`src/rtl/fifo_pkg.sv`:
```
// Shared types and helpers for the write-side lane serializer.
// The saturating increment works on a wide carrier so any counter width up to 64 can use it.
package fifo_pkg;

  localparam int unsigned CNT_W_DEFAULT = 32;
  localparam int unsigned CNT_MAX_W     = 64;

  typedef enum logic {
    S_IDLE  = 1'b0,
    S_DRAIN = 1'b1
  } lane_state_e;

  // Increment 'value' unless it already holds the all-ones pattern of a 'width'-bit counter.
  function automatic logic [CNT_MAX_W-1:0] sat_inc(
    input logic [CNT_MAX_W-1:0] value,
    input int unsigned          width
  );
    logic [CNT_MAX_W-1:0] maxVal;
    maxVal = (width >= CNT_MAX_W) ? {CNT_MAX_W{1'b1}}
                                  : ((64'd1 << width) - 64'd1);
    sat_inc = (value >= maxVal) ? maxVal : (value + 64'd1);
  endfunction

endpackage

```
`src/rtl/lsb_prio_enc.sv`:
```
// Lowest-set-bit priority encoder: one-hot grant, binary index, any-set and exactly-one-set flags.
module lsb_prio_enc #(
  parameter int unsigned N     = 4,
  parameter int unsigned IDX_W = (N > 1) ? $clog2(N) : 1
) (
  input  logic [N-1:0]     req_i,
  output logic [N-1:0]     grant_o,
  output logic [IDX_W-1:0] idx_o,
  output logic             any_o,
  output logic             single_o
);

  // Scanning from the top down lets the lowest set bit win the last assignment.
  always_comb begin
    grant_o = '0;
    idx_o   = '0;
    for (int i = N - 1; i >= 0; i--) begin
      if (req_i[i]) begin
        grant_o    = '0;
        grant_o[i] = 1'b1;
        idx_o      = IDX_W'(i);
      end
    end
  end

  assign any_o    = |req_i;
  assign single_o = any_o & ((req_i & ~grant_o) == '0);

endmodule

```
`src/rtl/wr_lane_serializer.sv`:
```
// Absorbs one batch of parallel writer lanes into staging and drains it one word per cycle
// into a 1-wide FIFO write port in ascending lane order, with accept/word/drop statistics.
module wr_lane_serializer
  import fifo_pkg::*;
#(
  parameter int unsigned WIDTH     = 8,
  parameter int unsigned M_WRITERS = 4,
  parameter int unsigned CNT_W     = CNT_W_DEFAULT
) (
  input  logic                       i_wr_clk,
  input  logic                       i_wr_rstn,
  input  logic [M_WRITERS-1:0]       i_wr_en,
  input  logic [M_WRITERS*WIDTH-1:0] i_wr_data,
  output logic                       o_wr_ready,
  input  logic                       i_fifo_full,
  output logic                       o_fifo_wr_en,
  output logic [WIDTH-1:0]           o_fifo_wr_data,
  output logic                       o_busy,
  output logic                       o_overflow,
  output logic [CNT_W-1:0]           o_batch_cnt,
  output logic [CNT_W-1:0]           o_word_cnt,
  output logic [CNT_W-1:0]           o_drop_cnt
);

  localparam int unsigned IDX_W = (M_WRITERS > 1) ? $clog2(M_WRITERS) : 1;

  logic [M_WRITERS-1:0]            pend_q, pend_d;
  logic [M_WRITERS-1:0][WIDTH-1:0] stage_q, stage_d;
  lane_state_e                     state_q, state_d;
  logic                            overflow_q, overflow_d;
  logic [CNT_W-1:0]                batchCnt_q, batchCnt_d;
  logic [CNT_W-1:0]                wordCnt_q, wordCnt_d;
  logic [CNT_W-1:0]                dropCnt_q, dropCnt_d;

  logic [M_WRITERS-1:0] selGrant;
  logic [IDX_W-1:0]     selIdx;
  logic                 pendAny;
  logic                 pendSingle;
  logic                 emit;
  logic                 lastFire;
  logic                 ready;
  logic                 batchReq;
  logic                 accept;
  logic                 drop;

  function automatic logic [CNT_W-1:0] incSat(input logic [CNT_W-1:0] v);
    logic [CNT_MAX_W-1:0] wide;
    wide = sat_inc(CNT_MAX_W'(v), CNT_W);
    return wide[CNT_W-1:0];
  endfunction

  lsb_prio_enc #(
    .N     (M_WRITERS),
    .IDX_W (IDX_W)
  ) u_sel (
    .req_i    (pend_q),
    .grant_o  (selGrant),
    .idx_o    (selIdx),
    .any_o    (pendAny),
    .single_o (pendSingle)
  );

  // Ready looks through the final emit so back-to-back batches run at full rate.
  assign emit     = pendAny & ~i_fifo_full;
  assign lastFire = pendSingle & emit;
  assign ready    = ~pendAny | lastFire;
  assign batchReq = |i_wr_en;
  assign accept   = batchReq & ready;
  assign drop     = batchReq & ~ready;

  always_comb begin
    pend_d     = pend_q;
    stage_d    = stage_q;
    overflow_d = overflow_q;
    batchCnt_d = batchCnt_q;
    wordCnt_d  = wordCnt_q;
    dropCnt_d  = dropCnt_q;

    if (emit) begin
      pend_d    = pend_q & ~selGrant;
      wordCnt_d = incSat(wordCnt_q);
    end

    // A new load overrides the clear of the final pending lane.
    if (accept) begin
      pend_d     = i_wr_en;
      batchCnt_d = incSat(batchCnt_q);
      for (int k = 0; k < M_WRITERS; k++) begin
        if (i_wr_en[k]) begin
          stage_d[k] = i_wr_data[k*WIDTH +: WIDTH];
        end
      end
    end

    if (drop) begin
      dropCnt_d  = incSat(dropCnt_q);
      overflow_d = 1'b1;
    end

    state_d = (pend_d != '0) ? S_DRAIN : S_IDLE;
  end

  always_ff @(posedge i_wr_clk or negedge i_wr_rstn) begin
    if (!i_wr_rstn) begin
      pend_q     <= '0;
      stage_q    <= '0;
      state_q    <= S_IDLE;
      overflow_q <= 1'b0;
      batchCnt_q <= '0;
      wordCnt_q  <= '0;
      dropCnt_q  <= '0;
    end else begin
      pend_q     <= pend_d;
      stage_q    <= stage_d;
      state_q    <= state_d;
      overflow_q <= overflow_d;
      batchCnt_q <= batchCnt_d;
      wordCnt_q  <= wordCnt_d;
      dropCnt_q  <= dropCnt_d;
    end
  end

  assign o_wr_ready     = ready;
  assign o_fifo_wr_en   = emit;
  assign o_fifo_wr_data = pendAny ? stage_q[selIdx] : '0;
  assign o_busy         = (state_q == S_DRAIN);
  assign o_overflow     = overflow_q;
  assign o_batch_cnt    = batchCnt_q;
  assign o_word_cnt     = wordCnt_q;
  assign o_drop_cnt     = dropCnt_q;

endmodule

```
`config.mk`:
```
export PLATFORM = sky130hd
export DESIGN_NAME = wr_lane_serializer
export DESIGN_NICKNAME = d
export VERILOG_FILES = /design/src/rtl/fifo_pkg.sv /design/src/rtl/lsb_prio_enc.sv /design/src/rtl/wr_lane_serializer.sv
export SDC_FILE = /design/constraint.sdc
export NUM_CORES = 1
export LEC_CHECK = 0
export CAP_MARGIN = 20
export CORE_MARGIN = 2
export CORE_UTILIZATION = 45
export DETAILED_ROUTE_END_ITERATION = 12
export PLACE_DENSITY = 0.82
export SLEW_MARGIN = 25
export SYNTH_ARGS = -nofsm -noshare
export SYNTH_HDL_FRONTEND = slang
export SYNTH_SLANG_ARGS = --single-unit
```
`constraint.sdc`:
```
create_clock -name i_wr_clk -period 4.5 [get_ports i_wr_clk]
set_input_delay 0.45 -clock i_wr_clk [delete_from_list [all_inputs] [get_ports i_wr_clk]]
set_output_delay 0.45 -clock i_wr_clk [all_outputs]
set_load 0.01 [all_outputs]
```
Word level (Yosys, flattened, before mapping)
Cells that the tools add are included.
{"block": "word_totals", "register_bits": 134, "input_bits": 39, "out_inout_bits": 108, "word_cells": 53}
{"block": "op_classes", "n_addsub": 3, "magnitude_cmp": 4, "n_mux": 17, "bitwise_logic": 11, "n_reduce_logical": 8}
{"cell": "adder 32 x 1 -> 32 bit (second input constant)", "n": 3}
{"cell": ">= comparator 32 bit (second input constant)", "n": 3}
{"cell": "two-way mux 32 bit", "n": 3}
{"cell": "two-way mux 4 bit", "n": 6}
{"cell": "binary-select mux 8 bit (select 2 bit)", "n": 1}
{"cell": "two-way mux 8 bit", "n": 2}
{"cell": "two-way mux 2 bit", "n": 4}
{"cell": "AND reduction 2 bit", "n": 4}
{"cell": "OR reduction 4 bit", "n": 2}
{"cell": "AND 1 bit", "n": 5}
{"cell": "AND 4 bit", "n": 1}
{"cell": "zero test 4 bit", "n": 1}
{"cell": "inverter 4 bit", "n": 1}
{"cell": "nonzero test 4 bit", "n": 1}
{"cell": "less-than comparator 2 x 3 -> 1 bit (second input constant)", "n": 1}
{"cell": "inverter 1 bit", "n": 3}
{"cell": "two-way mux 1 bit", "n": 1}
{"cell": "bitwise OR 1 bit", "n": 1}

Longest topological paths before layout
Gate-level depths: netlist of run 1.
{"block": "depth", "ltp_word": 14, "mapped_depth": 8, "mapped_depth_nobuf": 6}

Cells and area by module
From an unflattened synthesis of run 1, not the netlist that was laid out.
{"block": "hier_totals", "cells_unflattened": 666, "area_unflattened_um2": 6910.4}
{"module": "wr_lane_serializer", "n_inst": 1, "cells_per_inst": 652, "area_per_inst_um2": 6815.3, "seq_area_each_um2": 3353.2}
{"module": "lsb_prio_enc", "n_inst": 1, "cells_per_inst": 14, "area_per_inst_um2": 95.1, "seq_area_each_um2": 0.0}

Worst setup path after synthesis of run 1
Ideal clock, no wire load.
{"block": "synth_timing", "path_kind": "register -> register", "start": "register dropCnt_q[0] (netlist: o_drop_cnt[0])", "end": "register dropCnt_q[30] (netlist: o_drop_cnt[30])", "setup_time_ps": 129, "arrival_time_ps": 2136, "t_required_ps": 4371, "setup_slack_ps": 2234, "path_stages_with_launch": 8, "path_buffers": 2, "synth_period_minus_slack_ps": 2266, "cell_sequence": "dfrtp_1 -> ha_1 -> nand3_2 -> or4_1 -> buf_2 -> or3b_1 -> buf_2 -> o41a_1"}
{"block": "synth_between", "elab_chain_len": 2, "elab_cells_between_ends": 3, "classes_between": "1 x add/sub; 1 x order compare; 1 x mux"}
{"element": "start: declaration", "line_no": "wr_lane_serializer.sv:33", "text": "logic [CNT_W-1:0] dropCnt_q, dropCnt_d;"}
{"element": "start signal: assignment", "line_no": "wr_lane_serializer.sv:119", "text": "dropCnt_q <= dropCnt_d;"}
{"element": "adder 32 x 1 -> 32 bit / >= comparator 32 bit (equally long branches)", "line_no": "fifo_pkg.sv:21", "text": "sat_inc = (value >= maxVal) ? maxVal : (value + 64'd1);"}
{"element": "two-way mux 32 bit *", "line_no": "fifo_pkg.sv:21"}
Mark *: on every way between the ends. The rest lies on a longest branch, timed or not.
A chain may end at the register's enable or synchronous reset.

Worst setup path after layout of run 1
{"block": "layout_timing", "start": "input port i_fifo_full", "end": "output port o_wr_ready"}
{"block": "layout_between", "elab_chain_len": 4}
{"element": "start: declaration", "line_no": "wr_lane_serializer.sv:15", "text": "input logic i_fifo_full,"}
{"element": "inverter 1 bit", "line_no": "wr_lane_serializer.sv:64", "text": "assign emit = pendAny & ~i_fifo_full;"}
{"element": "AND 1 bit", "line_no": "wr_lane_serializer.sv:64"}
{"element": "AND 1 bit", "line_no": "wr_lane_serializer.sv:65", "text": "assign lastFire = pendSingle & emit;"}
{"element": "bitwise OR 1 bit", "line_no": "wr_lane_serializer.sv:66", "text": "assign ready = ~pendAny | lastFire;"}
{"element": "end: declaration", "line_no": "wr_lane_serializer.sv:14", "text": "output logic o_wr_ready,"}
No other way between the ends.

==> results of run 1 <==
## sequential cells by signal, summed over array words and instances, names as in the netlist
name / flops
o_batch_cnt: 32
o_drop_cnt: 32
o_word_cnt: 32
stage_q: 32
pend_q: 4
o_busy: 1
o_overflow: 1
## critical path, cell delays in order
cell and delay (ns):
clkdlybuf4s50_1 0.63, maj3_1 0.45, o21a_1 0.19, inv_1 0.46
clkdlybuf4s50_1 0.67
## per-layer routing
metal	share of wire, %	wire length (um)	vias up
met3	5.2	863	23
met1	45	7550	2775
met5	0	0	-
met4	1.5	254	0
met2	48	7990	164
li1	-	-	2628
## stage by stage
| stage | util (%) | hold slack [ns] | worst slack [ns] |
|---|---|---|---|
| finish | 62.1 | 0.101 | 1.20 |
| global route | 62.1 | 0.164 | 1.07 |
| CTS | 62.1 | 0.148 | 1.23 |
| detailed placement | 57.5 | 0.453 | 1.19 |
| global placement | 57.5 | 0.461 | 1.26 |
| floorplan | - | 0.154 | 2.23 |
## power by group through the flow
stage / Sequential [mW] / Combinational (mW) / Clock [mW]
finish: 1.75 / 1.70 / 1.57
global placement: 1.75 / 1.66 / 0
CTS: 1.75 / 1.72 / 1.60
floorplan: 1.73 / 0.988 / 0
global route: 1.79 / 1.84 / 1.66
detailed placement: 1.76 / 1.71 / 0
## worst min-delay path by stage
| stage | cells past startpoint | slack, ns | start | to |
|---|---|---|---|---|
| finish | 1 | 0.10 | i_wr_rstn | o_batch_cnt[21] |
| global route | 1 | 0.16 | i_wr_rstn | o_batch_cnt[18] |
| CTS | 1 | 0.15 | i_wr_rstn | o_batch_cnt[20] |
| detailed placement | 1 | 0.45 | o_overflow | o_overflow |
| global placement | 1 | 0.46 | o_overflow | o_overflow |
| floorplan | 0 | 0.15 | i_wr_rstn | o_batch_cnt[0] |
## cells by family (layout without fill, tap and decap cells)
family | count (synthesis) | after routing | synth area share [%]
XOR/XNOR | 72 | 72 | 9.37
adder cells (fa/ha/maj) | 4 | 4 | 0.706
AND/OR/NAND/NOR | 328 | 328 | 25.5
AO/OA/AOI/OAI | 33 | 33 | 3.29
buffers and inverters | 37 | 196 | 2.27
multiplexers | 46 | 46 | 9.01
flip-flops | 134 | 134 | 49.8
## layout make-up
class | instances | share of cell area (%)
clock buffers | 19 | 4.89
clock inverters | 13 | 2.51
inverters | 9 | 0.373
multi-input cells | 483 | 35.8
flip-flops and latches | 134 | 37.0
well taps | 184 | 2.54
repair buffers | 155 | 16.9
## Yosys cell counts (all sizes together), types with 2 or more instances
cell type | instances | area share [%]
a21oi | 5 | 0.37
a2bb2oi | 2 | 0.26
and2 | 7 | 0.65
and3 | 12 | 1.1
and4 | 14 | 1.8
buf | 12 | 0.87
clkbuf | 16 | 0.89
dfrtp | 134 | 50
ha | 3 | 0.56
inv | 9 | 0.50
mux2 | 37 | 6.2
mux4 | 8 | 2.7
nand2 | 119 | 6.6
nand2b | 2 | 0.19
nand3 | 44 | 3.3
nand4 | 34 | 3.2
nand4b | 2 | 0.26
nor2 | 15 | 0.84
nor2b | 10 | 0.93
nor3 | 20 | 1.5
nor4 | 30 | 3.2
o21a | 3 | 0.33
o21ai | 12 | 0.89
o21bai | 3 | 0.33
or2 | 2 | 0.19
or3 | 11 | 1.0
or4 | 3 | 0.33
xnor2 | 43 | 5.6
xor2 | 29 | 3.8
==> results_dict.tcl, run 1 <==
set metrics [dict create \
    ys_ff_latch 134 \
    status "finished, final reports clean" \
    tightest_slew_ns 0.888 \
    post-route-drc-count 0 \
    hp-class "primary input to asynchronous set/reset pin" \
    maxSlewHeadroom_pct 40.7 \
    core_area_um2 14600 \
    antenna_left 0 \
    worstPathRequired_ns 4.05 \
    maxCapViolations 0 \
    gr-total-overflow 0 \
    critPathCapture "o_wr_ready" \
    cts_resized 0 \
    synth_area_um2 6730 \
    vias 5590 \
    first_pass_iters 4 \
    nNetsFinal 842 \
    rsz0062_at_grt "false" \
    async_flop_share_pct 100 \
    initial_utilization_pct 46.1 \
    die_h_um 126 \
    path_clk_slew_ns 0.06 \
    p_comb_share_pct 33.8 \
    wl_per_cell_um 16.7 \
    p_leak_nw 3.78 \
    grt_pass1_wl_um 27000 \
    viasPerCell 5.61 \
    layout_common_cells "145 x clkdlybuf4s50_1, 134 x dfrtp_1, 119 x nand2_1" \
    grt_util_met3_pct 5.53 \
    grt_busiest_layer "met2" \
    maxSlewViolCount 0 \
    critPathArrivalTime_ns 2.85 \
    io-pin-count 147 \
    place.gp.congestion 0.813 \
    r2r_slack_ns 1.92 \
    fin_total_pwr_mw 5.02 \
    p_clk_share_pct 31.3 \
    clockBufferDepth 2 \
    place_area_um2 8390 \
    worstSetupEndpointType "output pin" \
    filler_cell_count 1193 \
    seqCellArea_um2 3350 \
    grt_max_degree 98 \
    io_buffers 146 \
    gr-usage-met2_pct 33.0 \
    layout_commonest_cell "clkdlybuf4s50_1" \
    setup_viol 0 \
    peakVddDrop_mv 0.389 \
    die_x_um 126 \
    skew_ns 0.0111 \
    numCtsBuffers 17 \
    fp-row-count 44 \
    fin_tns_setup_ns 0 \
    r2r-end "stage_q[15]" \
    grt_pass1_vias 5353 \
    postSynthAreaPerCell_um2 10.3 \
    fmax_mhz 303 \
    stdcell_count 997 \
    drive_above_1_share_pct 12.1 \
    areaGrowthSynthToFinish_pct 34.6 \
    synth_seq_area_share_pct 49.8 \
    grt_util_met1_pct 28.7 \
    insertion_delay_ns 0.42 \
    syn-num-nets 696 \
    antenna_found_initial 0 \
    synthCells 654 \
    cts-root-buf "clkbuf_16" \
    cts_num_sinks 134 \
    wl_um 16700 \
    multiInputGateArea_um2 3240 \
    r2r_cells 6 \
    worstSetupPathType "primary input to output pin" \
    dp_hpwl_um 11400 \
    htree_levels 4 \
    initialDrtViolationCount 333 \
    dp_cells 965 \
    p_per_area_nw_per_um2 554 \
    cts_tree "built" \
    start_kind "primary input" \
    critPathMaxFanout 19 \
    cts_setup_buffers 0 \
    post-route-period-util_pct 73.4 \
    synth_ff_type "dfrtp_1" \
    holdBufCountCts 0 \
    antennaDiodeCount 0 \
    grt_util_all_layers_pct 21.1 \
    die_area_um2 16000 \
    final_area_um2 9060 \
    seq_power_share_pct 34.9 \
    synth.distinct_cells 46 \
    crit_start "i_fifo_full" \
    p_int_mw 3.47 \
    hold_viol 0 \
    reg2reg_from "pend_q[3]" \
    netSwitchingFraction_pct 30.9 \
    synth_edf_count 0 \
    yosys_warnings 0 \
    period_minus_slack_ns 3.30 \
    switching_power_mw 1.55 \
]
(Power assumes the default switching activity.)
==> run 2: changes to the inputs <==
--- a/config.mk
+++ b/config.mk
@@ -9,7 +9,7 @@
 export CORE_MARGIN = 2
 export CORE_UTILIZATION = 45
 export DETAILED_ROUTE_END_ITERATION = 12
-export PLACE_DENSITY = 0.82
+export PLACE_DENSITY = 0.85
 export SLEW_MARGIN = 25
 export SYNTH_ARGS = -nofsm -noshare
 export SYNTH_HDL_FRONTEND = slang
==> constraint.sdc (replaced) <==
create_clock -name i_wr_clk -period 2.9 [get_ports i_wr_clk]
set_input_delay 0.29 -clock i_wr_clk [delete_from_list [all_inputs] [get_ports i_wr_clk]]
set_output_delay 0.29 -clock i_wr_clk [all_outputs]
set_load 0.01 [all_outputs]
==> results_dict.tcl, run 2 (same netlist as run 1, synthesis figures left out) <==
set metrics [dict create \
    status "finished, final reports clean" \
    worstSetupPathType "flip-flop to output pin" \
    core_area_um2 14600 \
    skew_ns 0.00499 \
    post-place-ws_ns 0.180 \
    peakVddDrop_mv 0.670 \
    vias 5697 \
    path_clk_slew_ns 0.05 \
    cp_common_cell "nor2b_1" \
    p_per_area_nw_per_um2 818 \
    dp_hpwl_um 12100 \
    wl_per_cell_um 17.2 \
    areaGrowthSynthToFinish_pct 34.5 \
    die_x_um 126 \
    start_kind "flip-flop" \
    fin_ws_ns 0.138 \
    grt_util_all_layers_pct 22.2 \
    tightest_slew_ns 0.589 \
    worst_path_max_delay_cell "mux4_2" \
    worstPathRequired_ns 2.61 \
    antenna_found_initial 0 \
    setup_viol 0 \
    grt_pass1_wl_um 28400 \
    maxSlewHeadroom_pct 60.4 \
    die_area_um2 16000 \
    critPathArrivalTime_ns 2.47 \
    cp_cell_sequence "nor2b_1, o21bai_1, buf_4, mux4_2, nor2b_1, clkdlybuf4s50_1" \
    viasPerCell 5.66 \
    die_h_um 126 \
    post-route-period-util_pct 95.2 \
    io-pin-count 147 \
    hold_viol 0 \
    wl_um 17400 \
    cts_num_sinks 134 \
    period_minus_slack_ns 2.76 \
    nNetsFinal 855 \
    critPathMaxFanout 6 \
    htree_levels 4 \
    clockBufferDepth 2 \
    layout_commonest_cell "clkdlybuf4s50_1" \
    cts_tree "built" \
    initialDrtViolationCount 369 \
    layout_common_cells "143 x clkdlybuf4s50_1, 133 x dfrtp_1, 119 x nand2_1" \
    initial_utilization_pct 46.1 \
    numCtsBuffers 17 \
    antenna_left 0 \
    max_stage_delay_ns 0.50 \
    drive_above_1_share_pct 12.9 \
    grt_max_degree 66 \
    p_leak_nw 3.81 \
    io_buffers 146 \
    rsz0062_at_grt "false" \
    fmax_mhz 362 \
    filler_cell_count 1182 \
    maxSlewViolCount 0 \
    fin_tns_setup_ns 0 \
    antennaDiodeCount 0 \
    maxCapViolations 0 \
    cts-root-buf "clkbuf_16" \
    hp-class "primary input to asynchronous set/reset pin" \
    worstSetupEndpointType "output pin" \
    first_pass_iters 4 \
    fp-row-count 44 \
    post-route-drc-count 0 \
    insertion_delay_ns 0.42 \
    grt_pass1_vias 5563 \
    place.gp.congestion 0.803 \
    gr-total-overflow 0 \
]
[run 2: power by group]
group / switching [mW] / leakage, nW / total (mW) / internal (mW)
Clock: 0.753 / 0.266 / 1.98 / 1.22
Combinational: 1.20 / 1.90 / 2.69 / 1.49
Sequential: 0.439 / 1.65 / 2.74 / 2.30
[run 2: final cells by class]
class / instances / area [um^2] / area share [%]
clock buffers: 24 / 482 / 5.32
clock inverters: 5 / 50.0 / 0.553
inverters: 9 / 33.8 / 0.373
flip-flops and latches: 134 / 3350 / 37.0
well taps: 184 / 230 / 2.54
multi-input cells: 483 / 3250 / 35.9
repair buffers: 168 / 1660 / 18.3
[run 2: critical path: cells and delay by family (launching register included)]
kind	cells	cell delay [ns]
flip-flops	1	0.44
multiplexers	1	0.50
buffers and inverters	2	0.66
AO/OA/AOI/OAI	1	0.17
AND/OR/NAND/NOR	2	0.28
[run 2: repair_timing]
action                                  in CTS  in global routing
hold buffers                                 1                  0
hold endpoints to repair                    16                  0
setup buffers                                0                  1
endpoints found under the setup margin       4                  8
resized for setup                            1                  3
[run 2: final timing paths]
check	to	cells after the start	slack, ns	startpoint
max reg2reg	o_batch_cnt[31]	6	0.56	pend_q[2]
max in group asynchronous	pend_q[3]	3	1.96	i_wr_rstn
min reg2reg	o_overflow	1	0.47	o_overflow
min	o_batch_cnt[23]	2	0.30	i_wr_rstn
min in group i_wr_clk	o_overflow	1	0.47	o_overflow
max	o_fifo_wr_data[3]	6	0.14	pend_q[3]
[run 2: per-stage QoR]
stage	hold WS [ns]	util, %	cell area (um^2)	cells	total power [mW]
floorplan	-0.00559	-	6730	654	4.22
global placement	0.183	58.2	8500	976	5.34
detailed placement	0.184	58.2	8500	976	5.43
CTS	0.273	62.0	9040	1006	7.44
global route	0.323	62.1	9050	1007	7.79
finish	0.298	62.1	9050	1007	7.41
[run 2: routing by layer]
layer / track usage, % / part of all wire, % / vias up
met2: 36.1 / 49 / 178
li1: - / - / 2655
met4: 8.66 / 2.2 / 0
met3: 4.56 / 5.1 / 32
met5: 0 / 0 / -
met1: 29.4 / 43 / 2832
